<file path="config.mk">
export PLATFORM = sky130hd
export DESIGN_NAME = rom_loader
export DESIGN_NICKNAME = d
export VERILOG_FILES = /design/src/rtl/rom_loader_pkg.sv /design/src/rtl/rom_loader.sv
export SDC_FILE = /design/constraint.sdc
export NUM_CORES = 1
export LEC_CHECK = 0
export CAP_MARGIN = 5
export CORE_UTILIZATION = 45
export CTS_BUF_LIST = sky130_fd_sc_hd__clkbuf_4 sky130_fd_sc_hd__clkbuf_8 sky130_fd_sc_hd__clkbuf_16
export DETAILED_ROUTE_END_ITERATION = 10
export GPL_ROUTABILITY_DRIVEN = 0
export PLACE_DENSITY = 0.75
export SLEW_MARGIN = 20
export SYNTH_ARGS = -nofsm -noshare
export SYNTH_HDL_FRONTEND = slang
export SYNTH_SLANG_ARGS = --single-unit
export TNS_END_PERCENT = 1
</file>
<file path="constraint.sdc">
create_clock -name clk -period 3.9 [get_ports clk]
set_clock_uncertainty 0.2 [all_clocks]
set_input_delay 0.585 -clock clk [delete_from_list [all_inputs] [get_ports clk]]
set_output_delay 0.585 -clock clk [all_outputs]
set_load 0.02 [all_outputs]
</file>
<file path="src/rtl/rom_loader_pkg.sv">
// ---------------------------------------------------------------------------
// rom_loader_pkg
//   Shared definitions for the boot-time ROM-to-RAM copier.
//   - loader_state_t    : copier FSM states (FETCH, WRITE, DONE)
//   - MAX_BYTES_DEFAULT : default copy limit when the ROM never flags done
// ---------------------------------------------------------------------------
package rom_loader_pkg;

    typedef enum logic [1:0] {
        ST_FETCH = 2'd0,
        ST_WRITE = 2'd1,
        ST_DONE  = 2'd2
    } loader_state_t;

    localparam logic [31:0] MAX_BYTES_DEFAULT = 32'd65536;

endpackage : rom_loader_pkg

</file>
<file path="src/rtl/rom_loader.sv">
// ---------------------------------------------------------------------------
// rom_loader
//   Copies the program ROM into main memory after reset, one byte per
//   FETCH/WRITE pair, holding the CPU in reset until the final byte (the one
//   at which the ROM raises rom_done, or the MAX_BYTES-th byte) is accepted.
//
// Parameters
//   BASE_ADDRESS : RAM address that receives ROM byte 0
//   MAX_BYTES    : copy limit used when rom_done never asserts
//
// Ports
//   clk              in   system clock, rising edge
//   reset            in   asynchronous, active-high reset
//   start            in   restart request, honoured only in DONE
//   rom_address      out  ROM address (current index)
//   rom_byte         in   combinational ROM data for rom_address
//   rom_done         in   ROM flag: rom_address is the last image byte
//   ram_address      out  RAM write address
//   ram_data         out  RAM write data
//   ram_write_enable out  RAM write request, held until accepted
//   ram_ready        in   RAM accepts when high together with the request
//   cpu_reset        out  high until the load completes
//   load_complete    out  high in DONE
//   overflow         out  load ended on MAX_BYTES without rom_done
//   byte_count       out  number of bytes written
//   checksum         out  sum of written bytes, modulo 256
// ---------------------------------------------------------------------------
module rom_loader
    import rom_loader_pkg::*;
#(
    parameter logic [31:0] BASE_ADDRESS = 32'd0,
    parameter logic [31:0] MAX_BYTES    = MAX_BYTES_DEFAULT
) (
    input  logic        clk,
    input  logic        reset,
    input  logic        start,
    output logic [31:0] rom_address,
    input  logic [7:0]  rom_byte,
    input  logic        rom_done,
    output logic [31:0] ram_address,
    output logic [7:0]  ram_data,
    output logic        ram_write_enable,
    input  logic        ram_ready,
    output logic        cpu_reset,
    output logic        load_complete,
    output logic        overflow,
    output logic [31:0] byte_count,
    output logic [7:0]  checksum
);

    loader_state_t r_state;
    logic [31:0]   r_index;
    logic          r_last;   // byte being written is the final one
    logic          r_ovf;    // final byte was reached by the limit, not rom_done

    logic          w_at_limit;
    logic          w_accept;

    assign w_at_limit  = (r_index == (MAX_BYTES - 32'd1));
    assign w_accept    = ram_write_enable && ram_ready;
    assign rom_address = r_index;

    // NOTE: all state here uses non-blocking assignments so every register
    // samples the values from before the edge, independent of statement order.
    always_ff @(posedge clk or posedge reset) begin
        if (reset) begin
            r_state          <= ST_FETCH;
            r_index          <= '0;
            r_last           <= 1'b0;
            r_ovf            <= 1'b0;
            ram_address      <= '0;
            ram_data         <= '0;
            ram_write_enable <= 1'b0;
            cpu_reset        <= 1'b1;
            load_complete    <= 1'b0;
            overflow         <= 1'b0;
            byte_count       <= '0;
            checksum         <= '0;
        end else begin
            case (r_state)
                ST_FETCH: begin
                    // ROM data is combinational, so it is captured in the
                    // same cycle the index is presented.
                    ram_data         <= rom_byte;
                    ram_address      <= BASE_ADDRESS + r_index;
                    r_last           <= rom_done || w_at_limit;
                    r_ovf            <= !rom_done && w_at_limit;
                    ram_write_enable <= 1'b1;
                    r_state          <= ST_WRITE;
                end

                ST_WRITE: begin
                    if (w_accept) begin
                        byte_count       <= byte_count + 32'd1;
                        checksum         <= checksum + ram_data;
                        ram_write_enable <= 1'b0;
                        if (r_last) begin
                            overflow      <= r_ovf;
                            cpu_reset     <= 1'b0;
                            load_complete <= 1'b1;
                            r_state       <= ST_DONE;
                        end else begin
                            r_index <= r_index + 32'd1;
                            r_state <= ST_FETCH;
                        end
                    end
                end

                ST_DONE: begin
                    if (start) begin
                        r_index       <= '0;
                        byte_count    <= '0;
                        checksum      <= '0;
                        overflow      <= 1'b0;
                        cpu_reset     <= 1'b1;
                        load_complete <= 1'b0;
                        r_state       <= ST_FETCH;
                    end
                end

                default: begin
                    r_state <= ST_FETCH;
                end
            endcase
        end
    end

endmodule : rom_loader

</file>
==> results by group <==
Clocking
  – CTS tree: done
  – Root buffer cell: clkbuf_16
  – Skew-Pair Late Insertion Delay: 0.41 ns
  – CTS Buf Count: 17
  – CTS Buffer Depth: 2
  – Cells resized by post-CTS repair: 0
  – Setup Fix Bufs, Post-CTS: 0
  – Clock slew at reported path FFs: 0.05 ns
  – Clk sink count: 120
  – Post-CTS Hold Fix Bufs: 0
  – # H-tree levels: 4

Yosys
  – Count of cell types in the netlist: 56
  – Register bit count reported by yosys: 120
  – Seq/Total Area, Yosys: 51.6%
  – Commonest register cell after synthesis: dfrtp_1
  – Asr flop ratio synth: 100%
  – Post-Syn Instances: 535
  – Number of synthesized flops with an enable pin: 0
  – Avg Cell Area, Syn: 10.9 um2
  – Yosys warns: 0
  – Net Count, Synth: 558
  – Syn Std Cell Area: 5820 um2

Drt
  – Wire length per cell: 16.6 um
  – Drt drc: 0
  – Vias: 4606
  – Vias/cell: 5.45
  – DR iter-0 viols: 239
  – WL final: 14000 um
  – Post-route ant nets: 0
  – Number of detailed-route iterations in the first pass: 4

Timing
  – Post-layout minimum cycle time: 2.76 ns
  – Period utilisation layout: 70.8%
  – Aggregate negative setup slack: 0 ns
  – Relative slew slack: 34.7%
  – Slew Limit Fails: 0
  – Final Hold Fails: 0
  – Unrepaired setup endpoints after global routing: no
  – Fmax: 362 MHz
  – Final setup violation count: 0
  – Hold_ws: 0.300 ns
  – Worst-margin pin slew: 0.979 ns

Global route
  – First-pass GRT wire length: 22900 um
  – Antenna violations before repair: 0
  – GR Overflow Total: 0
  – Vias in the first global route: 4498
  – GRT Total Usage: 22.4%
  – Pin count of the biggest net entering global routing: 121

Floorplanning
  – DIE AREA: 13400 um2
  – Height of the die: 116 um
  – Num rows: 41
  – Die X: 116 um
  – CORE AREA: 12600 um2
  – Initial cell density of the core: 46.1%
  – I/O Pins: 129

Power
  – Pwr dens: 583 nW/um2
  – Comb pwr share: 31.3%
  – Clock share of power: 32.9%
  – Leak pwr: 3.39 nW
  – Sw Share: 31.8%
  – Switching power: 1.46 mW
  – Internal: 3.14 mW
  – Flop pwr share: 35.8%
  – Maximum VDD drop: 0.334 mV

Critical path
  – Number of buffers and inverters on the critical path: 1
  – Startpoint Class: primary input
  – Slowest CP cell: o21a_1
  – Largest stage delay on the critical path: 0.60 ns
  – Worst path arrival time: 2.86 ns
  – Worst setup EP type: register
  – Critical path peak fanout: 23
  – Delay-heaviest family, CP: compound AO/OA/AOI/OAI gates
  – CP required: 4.00 ns
  – CP dominant cell by count: o21a_1
  – Crit Path Category: in -> reg
  – Cell Chain, Critical Path: clkdlybuf4s50_1, nand4b_4, o21a_1, nor4_2, a21oi_1, o21a_1

Place
  – Placed wire-length estimate: 9560 um
  – IO buf count: 128
  – Post-Place Cells: 815

Status
  – Outcome: complete, no violations

Layout
  – Layout area overhead: 35.4%
  – Layout Nets: 685
  – # diodes: 0
  – Layout cells sized above 1: 14.4%
  – FF+latch area: 3000 um2
  – Final Non-Filler Cells: 845
  – Multi-input logic area: 2670 um2
  – Number of fill cells: 1030

Worst hold path
  – Type of the tightest min-delay check: reg -> reg

Flow run
  – Max-cap violation count: 0
[metal layers]
metal / wire, um / GRT usage (%) / part of all wire [%]
met3: 788 / 6.75 / 5.6
met5: 0 / 0 / 0
met2: 6920 / 36.6 / 49
met1: 6140 / 28.8 / 44
met4: 177 / 6.75 / 1.3
[cell type report]
cell class / count / area share [%]
repair buffers: 132 / 17.3
inverters: 11 / 0.572
flip-flops and latches: 120 / 38.1
well taps: 172 / 2.73
multi-input cells: 380 / 33.9
clock buffers: 28 / 6.92
clock inverters: 2 / 0.445
[power by group through the flow]
stage	combinational [mW]	clock, mW	sequential [mW]
after floorplan	0.713	0	1.80
after detailed placement	1.44	0	1.67
after global placement	1.35	0	1.65
after CTS	1.45	1.54	1.65
final	1.44	1.51	1.65
after global routing	1.57	1.60	1.68
[layout by cell type (no fill, tap or decap), types with 16 or more instances in the layout]
cell type and instances:
dfrtp_1 119, nand3_1 16, clkdlybuf4s50_1 128, nor2_1 56, xor2_1 23, o21ai_0 20
nand4_1 21, mux2_2 40, clkbuf_16 17, a21oi_1 18, nand2_1 41, xnor2_1 30
[final timing paths]
check	start	end	slack, ns	cells past startpoint
min in group asynchronous	reset	ram_data[5]	0.50	3
worst min register to register	ram_address[7]	ram_address[7]	0.30	1
worst max register to register	r_state[1]	rom_address[22]	1.28	5
worst min-delay path	ram_address[7]	ram_address[7]	0.30	1
max in group asynchronous	reset	rom_address[15]	2.48	3
worst max-delay path	ram_ready	rom_address[22]	1.14	6
[cells by family (layout without fill, tap and decap cells)]
family / count (synthesis) / in the layout / synth area share, %
adders and majority gates: 10 / 10 / 2.28
xor gates and xnor gates: 53 / 53 / 7.97
AOI/OAI and AO/OA: 62 / 62 / 6.58
DFF: 120 / 120 / 51.6
buffers and inverters: 35 / 173 / 2.62
muxes: 42 / 42 / 8.08
and+or+nand+nor: 213 / 213 / 20.9
[cells in the mapped netlist (all sizes together) (2+ instances only)]
master	number	area [um2]
mux2i	2	20.0
nor3	13	70.1
a22o	2	17.5
buf	10	58.8
o21bai	2	15.0
o31ai	2	15.0
nand4	22	144
and2	5	31.3
xor2	23	201
ha	9	113
o211ai	3	22.5
and3	7	43.8
mux2	40	450
nor2	57	214
or3	10	62.6
clkbuf	14	52.6
nand2b	3	18.8
a21oi	18	90.1
o21a	3	22.5
and4	8	70.1
inv	11	41.3
o2111ai	2	17.5
nor4b	3	38.8
nor4	16	165
a21o	3	22.5
dfrtp	119	2980
o21ai	21	105
nand2	42	160
nand3b	4	42.5
xnor2	30	263
nand3	17	90.1
[through the flow]
step                      util (%)  worst slack, ns  instance area (um2)  power [mW]
final                         62.5             1.14                 7880        4.60
after global routing          62.5            0.999                 7880        4.85
after CTS                     62.5             1.14                 7880        4.64
after detailed placement      57.9            0.716                 7300        3.10
after global placement        57.4            0.803                 7250        3.00
after floorplan                  -             1.65                 5820        2.52
[flip-flops by register name (all words and copies together) (netlist names)]
| signal | count |
|---|---|
| byte_count | 32 |
| ram_address | 32 |
| rom_address | 32 |
| checksum | 8 |
| ram_data | 8 |
| r_state | 2 |
| cpu_reset | 1 |
| load_complete | 1 |
| overflow | 1 |
| r_last | 1 |
| r_ovf | 1 |
| ram_write_enable | 1 |
(Power assumes the default switching activity.)
